$ cat src/rtl/rr_arb_pkg.sv
// rr_arb_pkg: shared types and helpers for the round-robin arbiter.
package rr_arb_pkg;

    // Arbiter control state: either nobody holds the resource or one requester does.
    typedef enum logic {
        IDLE  = 1'b0,
        GRANT = 1'b1
    } rr_arb_state_t;

    // Widest requester vector the helpers below accept.
    localparam int unsigned RR_ARB_MAX_ISIZE = 32;

    // Binary index of the set bit of a one-hot (or all-zero) vector.
    // Returns 0 for an all-zero input.
    function automatic int unsigned onehot_to_idx(input logic [RR_ARB_MAX_ISIZE-1:0] onehot);
        int unsigned idx;
        idx = 0;
        for (int unsigned i = 0; i < RR_ARB_MAX_ISIZE; i++) begin
            if (onehot[i]) begin
                idx = idx | i;
            end
        end
        return idx;
    endfunction

endpackage

$ cat src/rtl/rr_arbiter_if.sv
// rr_arbiter_if: request/grant bundle between requesters and the arbiter.
// master = requester side, slave = arbiter side.
interface rr_arbiter_if #(
    parameter int ISIZE = 8
) ();
    localparam int IW = $clog2(ISIZE);

    logic [ISIZE-1:0] reqs;
    logic             ack;
    logic [ISIZE-1:0] gnts;
    logic             gnt_valid;
    logic [IW-1:0]    gnt_idx;
    logic             timeout;

    modport master (
        output reqs,
        output ack,
        input  gnts,
        input  gnt_valid,
        input  gnt_idx,
        input  timeout
    );

    modport slave (
        input  reqs,
        input  ack,
        output gnts,
        output gnt_valid,
        output gnt_idx,
        output timeout
    );
endinterface

$ cat src/rtl/rr_pick.sv
// rr_pick: combinational rotating-priority picker.
// Searches reqs_i upward from bit ptr_i, wrapping past the top bit to 0;
// the first set bit wins. Implemented by duplicating the request vector,
// masking everything below ptr_i and taking the lowest remaining bit.
module rr_pick #(
    parameter int ISIZE = 8
) (
    input  logic [ISIZE-1:0]         reqs_i,
    input  logic [$clog2(ISIZE)-1:0] ptr_i,
    output logic [ISIZE-1:0]         pick_o,
    output logic                     found_o
);
    localparam int DW = 2 * ISIZE;

    logic [DW-1:0] mask;
    logic [DW-1:0] dbl_reqs;

    // Lowest set bit of the masked double-width vector, folded back to ISIZE.
    always_comb begin
        // NOTE: every output gets a default before the loop so no path leaves it unassigned (no latch).
        pick_o   = '0;
        mask     = {DW{1'b1}} << ptr_i;
        dbl_reqs = {reqs_i, reqs_i} & mask;
        for (int j = DW - 1; j >= 0; j--) begin
            if (dbl_reqs[j]) begin
                pick_o              = '0;
                pick_o[j % ISIZE]   = 1'b1;
            end
        end
        // The upper copy is never masked, so any request guarantees a pick.
        found_o = |reqs_i;
    end

endmodule

$ cat src/rtl/rr_arbiter.sv
// rr_arbiter: registered round-robin arbiter with grant hold.
// A grant stays put until the holder acks, withdraws its request or (with
// RR_ARB_TIMEOUT_EN defined) exceeds MAX_HOLD cycles. Priority then rotates
// to the bit after the former holder.
// Optional feature macro: RR_ARB_TIMEOUT_EN (hold-limit counter and timeout).
module rr_arbiter
    import rr_arb_pkg::*;
#(
    parameter int ISIZE    = 8,
    parameter int MAX_HOLD = 16
) (
    input  logic         clk,
    input  logic         rst,
    rr_arbiter_if.slave  bus
);
    localparam int PW = $clog2(ISIZE);

    // Out-of-range parameters are rejected at elaboration.
    if (ISIZE < 2 || ISIZE > RR_ARB_MAX_ISIZE || MAX_HOLD < 2) begin : g_bad_params
        $error("rr_arbiter: ISIZE must be 2..32 and MAX_HOLD must be >= 2");
    end

    rr_arb_state_t    state_q;
    logic [PW-1:0]    ptr_q;
    logic [ISIZE-1:0] gnts_q;
    logic             gnt_valid_q;
    logic [PW-1:0]    gnt_idx_q;

    logic             withdraw;
    logic             hold_expire;
    logic             timeout_c;
    logic             release_c;
    logic [PW-1:0]    ptr_inc;
    logic [PW-1:0]    ptr_d;
    logic [ISIZE-1:0] pick_d;
    logic             found_d;
    logic [PW-1:0]    gnt_idx_d;

    // Release conditions for the current holder.
    assign withdraw  = ~bus.reqs[gnt_idx_q];
    assign timeout_c = (state_q == GRANT) && hold_expire && !bus.ack && !withdraw;
    assign release_c = (state_q == GRANT) && (bus.ack || withdraw || timeout_c);

    // On release the former holder drops to lowest priority; the picker sees
    // the rotated pointer in the same cycle so the next grant has no bubble.
    assign ptr_inc = (gnt_idx_q == PW'(ISIZE - 1)) ? '0 : gnt_idx_q + PW'(1);
    assign ptr_d   = release_c ? ptr_inc : ptr_q;

    rr_pick #(
        .ISIZE (ISIZE)
    ) u_pick (
        .reqs_i  (bus.reqs),
        .ptr_i   (ptr_d),
        .pick_o  (pick_d),
        .found_o (found_d)
    );

    assign gnt_idx_d = PW'(onehot_to_idx(RR_ARB_MAX_ISIZE'(pick_d)));

`ifdef RR_ARB_TIMEOUT_EN
    localparam int CW = $clog2(MAX_HOLD);

    logic [CW-1:0] hold_cnt_q;

    assign hold_expire = (hold_cnt_q == CW'(MAX_HOLD - 1));

    // Hold counter: zero outside GRANT and on every handover, counts held cycles otherwise.
    always_ff @(posedge clk) begin
        if (rst) begin
            hold_cnt_q <= '0;
        end else if (state_q == IDLE || release_c) begin
            hold_cnt_q <= '0;
        end else begin
            hold_cnt_q <= hold_cnt_q + CW'(1);
        end
    end
`else
    assign hold_expire = 1'b0;
`endif

    // Arbitration FSM with registered grant outputs and priority pointer.
    always_ff @(posedge clk) begin
        // NOTE: sequential state uses non-blocking assignments so every register samples pre-edge values.
        if (rst) begin
            // NOTE: synchronous reset covers every control register; there is no storage array to leave unreset.
            state_q     <= IDLE;
            ptr_q       <= '0;
            gnts_q      <= '0;
            gnt_valid_q <= 1'b0;
            gnt_idx_q   <= '0;
        end else begin
            case (state_q)
                IDLE: begin
                    if (found_d) begin
                        gnts_q      <= pick_d;
                        gnt_valid_q <= 1'b1;
                        gnt_idx_q   <= gnt_idx_d;
                        state_q     <= GRANT;
                    end
                end
                GRANT: begin
                    if (release_c) begin
                        ptr_q <= ptr_d;
                        if (found_d) begin
                            gnts_q      <= pick_d;
                            gnt_valid_q <= 1'b1;
                            gnt_idx_q   <= gnt_idx_d;
                        end else begin
                            gnts_q      <= '0;
                            gnt_valid_q <= 1'b0;
                            gnt_idx_q   <= '0;
                            state_q     <= IDLE;
                        end
                    end
                end
                default: begin
                    state_q <= IDLE;
                end
            endcase
        end
    end

    assign bus.gnts      = gnts_q;
    assign bus.gnt_valid = gnt_valid_q;
    assign bus.gnt_idx   = gnt_idx_q;
    assign bus.timeout   = timeout_c;

endmodule

$ cat src/flat_wrapper.sv
// flat-port wrapper written by rule: the top's interface ports become plain ports
module rr_arbiter_flat import rr_arb_pkg::*;
#(
    parameter int ISIZE    = 8,
    parameter int MAX_HOLD = 16
)
  (clk, rst, bus_reqs, bus_ack, bus_gnts, bus_gnt_valid, bus_gnt_idx, bus_timeout);
  rr_arbiter_if #(.ISIZE(ISIZE)) bus_i ();
  input  logic clk;
  input  logic rst;
  input wire logic [$bits(bus_i.reqs)-1:0] bus_reqs;
  input wire logic [$bits(bus_i.ack)-1:0] bus_ack;
  output wire logic [$bits(bus_i.gnts)-1:0] bus_gnts;
  output wire logic [$bits(bus_i.gnt_valid)-1:0] bus_gnt_valid;
  output wire logic [$bits(bus_i.gnt_idx)-1:0] bus_gnt_idx;
  output wire logic [$bits(bus_i.timeout)-1:0] bus_timeout;
  assign bus_i.reqs = bus_reqs;
  assign bus_i.ack = bus_ack;
  assign bus_gnts = bus_i.gnts;
  assign bus_gnt_valid = bus_i.gnt_valid;
  assign bus_gnt_idx = bus_i.gnt_idx;
  assign bus_timeout = bus_i.timeout;
  rr_arbiter #(.ISIZE(ISIZE), .MAX_HOLD(MAX_HOLD)) u_core (.clk(clk), .rst(rst), .bus(bus_i));
endmodule
$ cat config.mk
export PLATFORM = sky130hd
export DESIGN_NAME = rr_arbiter_flat
export DESIGN_NICKNAME = d
export VERILOG_FILES = /design/src/rtl/rr_arb_pkg.sv /design/src/rtl/rr_arbiter_if.sv /design/src/rtl/rr_pick.sv /design/src/rtl/rr_arbiter.sv /design/src/flat_wrapper.sv
export SDC_FILE = /design/constraint.sdc
export NUM_CORES = 1
export LEC_CHECK = 0
export ABC_AREA = 1
export BUFFER_PORTS_ARGS = -buffer_cell sky130_fd_sc_hd__buf_4
export CAP_MARGIN = 20
export CORE_ASPECT_RATIO = 0.9
export CORE_MARGIN = 1.5
export CORE_UTILIZATION = 58
export CTS_BUF_LIST = sky130_fd_sc_hd__clkbuf_16
export DETAILED_ROUTE_END_ITERATION = 10
export PLACE_DENSITY = 0.95
export REMOVE_ABC_BUFFERS = 1
export SLEW_MARGIN = 10
export SYNTH_ARGS = -nofsm -noshare
export SYNTH_HDL_FRONTEND = slang
export SYNTH_SLANG_ARGS = --single-unit
export TNS_END_PERCENT = 1
$ cat constraint.sdc
create_clock -name clk -period 5.8 [get_ports clk]
set_input_delay 1.74 -clock clk [delete_from_list [all_inputs] [get_ports clk]]
set_output_delay 1.74 -clock clk [all_outputs]
set_load 0.02 [all_outputs]
======== Word-level counts from Yosys, hierarchy flattened ========
Index checks and enable logic that the tools add are counted.
Widths: inputs -> output; s select.
storage, ports and cells
  logic and storage cells ................. 60
  bits in registers ....................... 16
  output and inout port bits .............. 13
operators by class
  shift-type cells ........................ 1
  reduce and logical (&&, ||, !) cells .... 5
  magnitude comparators ................... 1
  muxes and demuxes ....................... 41
  add/sub/neg operators ................... 1
  bitwise operators ....................... 3
  equal/unequal tests ..................... 3
operators by type and width
  kind                   number
  $mux 8                 19
  $mux 3                 9
  $and 16x16->16         1
  $pmux 8 s2             1
  $shl 16x3->16 const A  1
  $reduce_or 8->1        1
  $mux 1                 6
  $pmux 3 s2             1
  $lt 3x4->1 const B     1
  $mux 2                 2
  $pmux 1 s2             2
  $reduce_and 2->1       2
  $add 3x1->3 const B    1
  $bmux 1 s3             1
  $eq 3x3->1 const B     1
  $ne 2x1->1 const B     1
  $ne 2x2->1 const B     1
  $not 1->1              2
  $logic_and 1x1->1      1
  $logic_or 1x1->1       1

======== Depth between registers and ports, before layout ========
Gate-level depths: netlist of the first run.
  word-level depth ........................ 34
  gate-level depth with buffers ........... 19
  depth with buffers taken out ............ 19

======== By module ========
Synthesis of the first run repeated with hierarchy kept, for this count alone.
second synthesis, totals
  cell total of the unflattened synthesis .. 197
  area total of the unflattened synthesis .. 1,213.7 sq um
by module, submodules not included
  module      times used  cells an instance  area an instance (sq um)
  rr_arbiter  1           122                857.1
  rr_pick     1           75                 356.6

======== Least setup slack after synthesis of the first run ========
Ideal clock, no wire load.
  path type ............................... input-to-reg
  start point ............................. input port bus_reqs[7]
  end point ............................... register u_core.gnt_idx_q[0], in the netlist u_core.bus.gnt_idx[0]
  setup time .............................. 109 ps
  path slack .............................. 2,572 ps
  path buffers ............................ 0
  arrival ................................. 3,119 ps
  cell stages on the path ................. 18
  path through ............................ inv_1 -> nand2_1 -> nand3_1 -> nand3_2 -> nand3_4 -> nand2_4 -> nand2_2 -> nand2_4 -> nor2_1 -> nand2_2 -> nand2_2 -> inv_1 -> nand3_2 -> nand2_1 -> nor2_1 -> nand3_1 -> nand2_1 -> inv_1
on the way
  longest elaborated chain between the ends .. 33
  elaborated cells on any way between the ends .. 39
  those cells by class .................... eq/ne: 2; shift: 1; mux: 30; bitwise: 2; reduce/logical: 4
ends and longest elaborated chain
  item                          RTL line            RTL
  start: declaration            flat_wrapper.sv:11  input wire logic [$bits(bus_i.reqs)-1:0] bus_reqs;
  $bmux 1 s3                    rr_arbiter.sv:40    assign withdraw = ~bus.reqs[gnt_idx_q];
  $mux 1 (implied by the code)  rr_arbiter.sv:40
  $not 1->1                     rr_arbiter.sv:40
  $logic_or 1x1->1              rr_arbiter.sv:42    assign release_c = (state_q == GRANT) && (bus.ack || withdraw || timeout_c);
  $logic_and 1x1->1             rr_arbiter.sv:42
  $mux 3                        rr_arbiter.sv:47    assign ptr_d = release_c ? ptr_inc : ptr_q;
  $shl 16x3->16                 rr_pick.sv:22       mask = {DW{1'b1}} << ptr_i;
  $and 16x16->16                rr_pick.sv:23       dbl_reqs = {reqs_i, reqs_i} & mask;
  $mux 8 (15 in a row)          rr_pick.sv:25       if (dbl_reqs[j]) begin
  $mux 1                        rr_arb_pkg.sv:19    if (onehot[i]) begin
  $mux 2 (2 in a row)           rr_arb_pkg.sv:19
  $mux 3 (4 in a row)           rr_arb_pkg.sv:19
  $mux 3                        rr_arbiter.sv:104   if (found_d) begin
  $mux 3                        rr_arbiter.sv:102   if (release_c) begin
  $pmux 3 s2                    rr_arbiter.sv:92    case (state_q)
  end signal: assignment        rr_arbiter.sv:97    gnt_idx_q <= gnt_idx_d;
  end signal: assignment        rr_arbiter.sv:107   gnt_idx_q <= gnt_idx_d;
  end: declaration              rr_arbiter.sv:27    logic [PW-1:0] gnt_idx_q;
Parallel ways exist; a longest one is shown, timed or not. The select of a mux whose other input is x is not followed.
A chain may end at the register's enable or synchronous reset.

======== Worst setup path in the final report of the first run ========
Same ends and word-level chain as after synthesis.

==> results of run 1 <==
power by group through the flow:
stage | registers, W | logic, W | clock network, W
6_report | 0.000148 | 0.000226 | 0.000136
2_1_floorplan | 0.000159 | 0.000146 | 0
4_1_cts | 0.000147 | 0.000223 | 0.000136
5_1_grt | 0.000149 | 0.000249 | 0.000140
3_5_place_dp | 0.000149 | 0.000221 | 0
3_3_place_gp | 0.000148 | 0.000218 | 0
layer usage:
metal  vias up  wire [um]
met4         0         81
met3        10        253
met5         -          0
li1        648          -
met2        65       1490
met1       583       1340
registers in the layout, summed over array words and instances, names as in the netlist:
| name | count |
|---|---|
| u_core.bus.gnts | 8 |
| u_core.state_q | 1 |
| u_core.bus.gnt_valid | 1 |
| u_core.ptr_q | 3 |
| u_core.bus.gnt_idx | 3 |
layout make-up:
cell class | count | area share
clock buffers | 3 | 0.0519
well taps | 25 | 0.0216
repair buffers | 23 | 0.119
flip-flops and latches | 16 | 0.221
multi-input cells | 143 | 0.510
clock inverters | 1 | 0.00260
inverters | 28 | 0.0727
per-stage QoR:
stage / total power [W] / setup WS (ns) / hold WS, ns / utilization / instances
final: 0.000509 / 2.44 / 0.462 / 0.748 / 239
after global routing: 0.000538 / 2.23 / 0.490 / 0.748 / 239
after CTS: 0.000506 / 2.47 / 0.463 / 0.748 / 239
after detailed placement: 0.000370 / 2.22 / 0.455 / 0.707 / 235
after global placement: 0.000366 / 2.25 / 0.451 / 0.707 / 235
after floorplan: 0.000305 / 2.22 / 0.511 / - / 187
worst paths after layout:
path / start / to / slack, ns
worst max-delay path: bus_reqs[7] / u_core.bus.gnt_idx[0] / 2.44
worst min-delay path: u_core.bus.gnts[3] / u_core.bus.gnts[3] / 0.46
worst max register to register: u_core.bus.gnt_idx[0] / u_core.bus.gnt_idx[0] / 3.52
worst min register to register: u_core.bus.gnts[3] / u_core.bus.gnts[3] / 0.46
critical path, stage by stage:
cell and delay (ns):
buf_4 0.12, inv_1 0.12, nand2_1 0.06, nand3_1 0.10, nand3_2 0.11, nand3_4 0.14, nand2_4 0.09, nand2_1 0.11
nand2_2 0.08, nor2_1 0.12, nand2_2 0.10, nand2_2 0.11, inv_1 0.06, nand3_2 0.11, nand2_1 0.06, nor2_1 0.09
nand3_1 0.07, nand2_1 0.06, inv_1 0.03
logic make-up after synthesis:
kind of cell | count (synthesis) | synth area share
other | 1 | 0.00315
DFF | 16 | 0.269
adders and majority gates | 2 | 0.0210
and+or+nand+nor | 121 | 0.511
AOI/OAI and AO/OA | 19 | 0.0852
buffers and inverters | 33 | 0.110
layout by cell type (no fill, tap or decap), drive strengths merged, types with 2 or more instances in the layout:
| master | instances |
|---|---|
| ha | 2 |
| buf | 23 |
| nand3b | 5 |
| nand3 | 24 |
| nor3 | 3 |
| a21oi | 12 |
| nand2 | 67 |
| clkbuf | 3 |
| o21ai | 4 |
| nor2 | 19 |
| dfxtp | 16 |
| inv | 28 |
==> flow_summary.toml, run 1 <==
[outcome]
run_status = "finished clean"

[timing]
fin_skew_ns = 0.00553
hold_fails_final_rpt = 0
setup_viol = 0
timing.final.max_slew_violations = 0
post-route-period-util = 0.579
fmax_ghz = 0.298
finalSetupTns_ns = 0
post-route-min-period_ns = 3.36
rsz0062_at_grt = "no"

[floorplanning]
top_level_ports = 24
fp-row-count = 15
design.core.area_sq_mm = 0.00193
floorplan.die.width_um = 50.7
start_util = 0.616
die-area_sq_mm = 0.00233
chipHeight_um = 46.0

[power]
p_seq_frac = 0.290
power_leakage_nw = 0.734
power.switching_w = 0.000209
power.combinational.fraction = 0.443
ir_drop_v = 0.000263
netSwitchingFraction = 0.411
cellInternalPower_w = 0.000300
power.share.clock = 0.267
power_per_cell_area_mw_per_mm2 = 352

[setup_path]
endpoint_arrival_time_on_the_critical_path_ns = 3.51
crit_fanout = 7
cp_data_required_time_ns = 5.95
path_class = "in -> reg"
r2r.worst_path.cells = 19
launching_element_type_of_the_critical_path = "primary input"
cp-end-kind = "flip-flop"

[detailed_routing]
firstDrtPassIters = 4
route.detailed.vias_per_inst = 5.46
wl_um = 3160
ant_nets = 0
dr.first_iter.drc_count = 57
total_number_of_vias = 1306
average_detailed_routed_wire_length_per_instance_um = 13.2
remaining_drc_errors = 0

[cells_and_area]
drive_gt1_frac = 0.238
layout.cell_area.non_filler_sq_mm = 0.00145
layout.area.seq_sq_um = 320
area_delta_synth_final_pct = 21.6
num-nets-final = 228
multi_input_comb_area_sq_um = 738
insertedDiodeCount = 0
fill_cells = 150

[cts]
cts-buffers-inserted = 3
clock-sinks = 16
clk_pin_slew_ns = 0.05
clock_path_buffers = 2
clock_latency_ns = 0.25
cts_tree = "built"
cts_setup_buffers = 0
cts.htree.levels = 1
clk_root_buffer_cell = "clkbuf_16"
cts.repair.resized = 0
ctsHoldBuffers = 0

[synthesis]
post-synth-top-area-cell = "dfxtp_1"
synth_enable_flop_cells = 0
top_cell_type_s_share_of_synthesized_area = 0.269
post_synth_inst_count = 192
yosysMostFrequentCell = "nand2_1"
syn_area_sq_mm = 0.00119
postSynthAreaPerCell_sq_um = 6.20
synth-main-ff-cell = "dfxtp_1"
asyncSetResetFlopFracSynth = 0
post_synth_most_frequent_cells = "52 x nand2_1, 25 x inv_1, 20 x nand3_1"
netlist-cell-type-count = 29
synth.yosys.warnings = 0
synth.yosys.seq_area_share = 0.269
post_synthesis_register_bit_count = 16
netlist_top_cells_area = "dfxtp_1 27%, nand2_1 16%, nand3_1 8.4%, inv_1 7.9%, nand2_2 6.3%"

[hold_path]
holdPathStages = 2
min-delay-path-class = "reg -> reg"

[global_route]
global_route.usage.total = 0.298
grt_max_degree = 17
gr_layer_usage_met3 = 0.0724
first_global_vias = 1155
grt_busiest_layer = "met2"
grt_use_met1 = 0.364
number_of_antenna_violations_at_the_first_check_in_global_routing = 0
grt_overflow = 0
grt_first_pass_wirelength_um = 5060
grt.met2_usage = 0.500

[run]
maxCapViolCount = 0

[placed_design]
place.gp.congestion = 1.02
place.detailed.hpwl_um = 2430
postPlaceCellArea_sq_mm = 0.00137
portBuffers = 22
Power figures use the tool's default switching activity.
==> run 2: changes to the inputs <==
--- a/config.mk
+++ b/config.mk
@@ -10,10 +10,10 @@
 export CAP_MARGIN = 20
 export CORE_ASPECT_RATIO = 0.9
 export CORE_MARGIN = 1.5
-export CORE_UTILIZATION = 58
+export CORE_UTILIZATION = 54
 export CTS_BUF_LIST = sky130_fd_sc_hd__clkbuf_16
 export DETAILED_ROUTE_END_ITERATION = 10
-export PLACE_DENSITY = 0.95
+export PLACE_DENSITY = 0.9
 export REMOVE_ABC_BUFFERS = 1
 export SLEW_MARGIN = 10
 export SYNTH_ARGS = -nofsm -noshare
==> constraint.sdc (replaced) <==
create_clock -name clk -period 3.41 [get_ports clk]
set_input_delay 1.023 -clock clk [delete_from_list [all_inputs] [get_ports clk]]
set_output_delay 1.023 -clock clk [all_outputs]
set_load 0.02 [all_outputs]
==> flow_summary.toml, run 2 (same netlist as run 1, synthesis figures left out) <==
[hold_path]
hold_path.startpoint = "u_core.bus.gnts[4]"
holdPathStages = 2
min-delay-path-class = "reg -> reg"
whs_endpoint = "u_core.bus.gnts[4]"

[timing]
hold_fails_final_rpt = 0
setup_viol = 0
finalSetupTns_ns = 0
timing.final.max_slew_violations = 0
post-route-min-period_ns = 2.66
post-route-period-util = 0.781
postLayoutSetupSlackWorst_ns = 0.746
rsz0062_at_grt = "no"
fin_skew_ns = 0.00769
fmax_ghz = 0.375

[floorplanning]
chipHeight_um = 47.5
design.core.area_sq_mm = 0.00199
top_level_ports = 24
start_util = 0.598
fp-row-count = 15
die-area_sq_mm = 0.00249
floorplan.die.width_um = 52.5

[cells_and_area]
num-nets-final = 228
layout.cells.most_common = "nand2_1"
drive_gt1_frac = 0.238
layout.cell_area.non_filler_sq_mm = 0.00145
fill_cells = 160
multi_input_comb_area_sq_um = 738
finalCoreUtilization = 0.727
area_delta_synth_final_pct = 21.6
insertedDiodeCount = 0
layout.area.seq_sq_um = 320
flip_flop_count_of_the_largest_register_all_copies_and_words_added = 8
layout_common_cells = "52 x nand2_1, 25 x inv_1, 23 x buf_4"

[setup_path]
path_class = "in -> reg"
reg2reg_setup_slack_ns = 1.09
cp-end-kind = "flip-flop"
endpoint_arrival_time_on_the_critical_path_ns = 2.87
rr_endpoint = "u_core.bus.gnt_idx[0]"
r2r.worst_path.cells = 18
cpPeakStageDelay_ns = 0.18
rr_startpoint = "u_core.bus.gnt_idx[0]"
crit_fanout = 7
launching_element_type_of_the_critical_path = "primary input"
worst_path_most_repeated_cell = "nand2_1"
crit_chain = "buf_4 -> inv_1 -> nand2_1 -> nand3_1 -> nand3_2 -> nand3_4 -> nand2_4 -> nand2_1 -> nand2_1 -> nand2_1 -> nand2_1 -> nand3b_1 -> o21ai_0 -> nand2_1 -> nand3_1 -> nand2_1 -> inv_1"
crit_path_top_delay_cell = "nand2_1"
cp_data_required_time_ns = 3.62

[cts]
cts.htree.levels = 1
cts_setup_buffers = 0
clk_pin_slew_ns = 0.06
clock_latency_ns = 0.26
cts.repair.resized = 0
cts_tree = "built"
clock-sinks = 16
ctsHoldBuffers = 0
clock_path_buffers = 2
clk_root_buffer_cell = "clkbuf_16"
cts-buffers-inserted = 3

[detailed_routing]
average_detailed_routed_wire_length_per_instance_um = 13.5
total_number_of_vias = 1339
remaining_drc_errors = 0
firstDrtPassIters = 4
dr.first_iter.drc_count = 85
wl_um = 3230
ant_nets = 0
route.detailed.vias_per_inst = 5.60

[power]
ir_drop_v = 0.000386
power_leakage_nw = 0.734
report.power.total_w = 0.000875
power_per_cell_area_mw_per_mm2 = 605

[placed_design]
postPlaceCellArea_sq_mm = 0.00137
place.gp.congestion = 1.04
place.detailed.hpwl_um = 2360
portBuffers = 22
post-place-ws_ns = 0.534

[global_route]
grt_overflow = 0
number_of_antenna_violations_at_the_first_check_in_global_routing = 0
grt_max_degree = 17
first_global_vias = 1218
global_route.usage.total = 0.289
grt_first_pass_wirelength_um = 5180

[run]
maxCapViolCount = 0

[outcome]
run_status = "finished clean"
==> run 2: cell counts in the layout (fill, tap and decap cells not counted) <==
Identical to the previous run, type by type.
==> run 2: cell type report <==
type                    count  area share
clock buffers               3      0.0519
flip-flops and latches     16       0.221
well taps                  25      0.0216
multi-input cells         143       0.510
clock inverters             1     0.00260
inverters                  28      0.0727
repair buffers             23       0.119
==> run 2: power by group <==
part	switching, W	internal [W]	total, W
clock	0.0000829	0.000156	0.000239
combinational	0.000248	0.000138	0.000385
sequential	0.0000339	0.000217	0.000250
==> run 2: layer usage <==
layer	GRT usage	vias to the layer above	wire, um
met2	0.455	80	1420
met3	0.0750	14	292
met5	0	-	0
li1	-	649	-
met4	0.195	0	123
met1	0.356	596	1400
==> run 2: worst max-delay path: cells and delay by family <==
kind                   cells  cell delay, ns
and+or+nand+nor           13            1.40
AOI/OAI and AO/OA          1            0.17
buffers and inverters      3            0.28
==> run 2: worst max-delay path by stage <==
| stage | slack (ns) | startpoint | depth (start not counted) | to |
|---|---|---|---|---|
| after floorplan | 0.55 | bus_reqs[1] | 12 | u_core.bus.gnt_idx[2] |
| after global placement | 0.56 | bus_reqs[7] | 19 | u_core.bus.gnt_idx[0] |
| after detailed placement | 0.53 | bus_reqs[7] | 19 | u_core.bus.gnt_idx[0] |
| after CTS | 0.78 | bus_reqs[7] | 19 | u_core.bus.gnt_idx[0] |
| after global routing | 0.52 | bus_reqs[7] | 19 | u_core.bus.gnt_idx[0] |
| final | 0.75 | bus_reqs[7] | 17 | u_core.bus.gnt_idx[0] |
==> run 2: per-stage QoR <==
step / hold WS (ns) / cells
floorplan: 0.511 / 187
global placement: 0.452 / 235
detailed placement: 0.459 / 235
CTS: 0.468 / 239
global route: 0.497 / 239
finish: 0.467 / 239
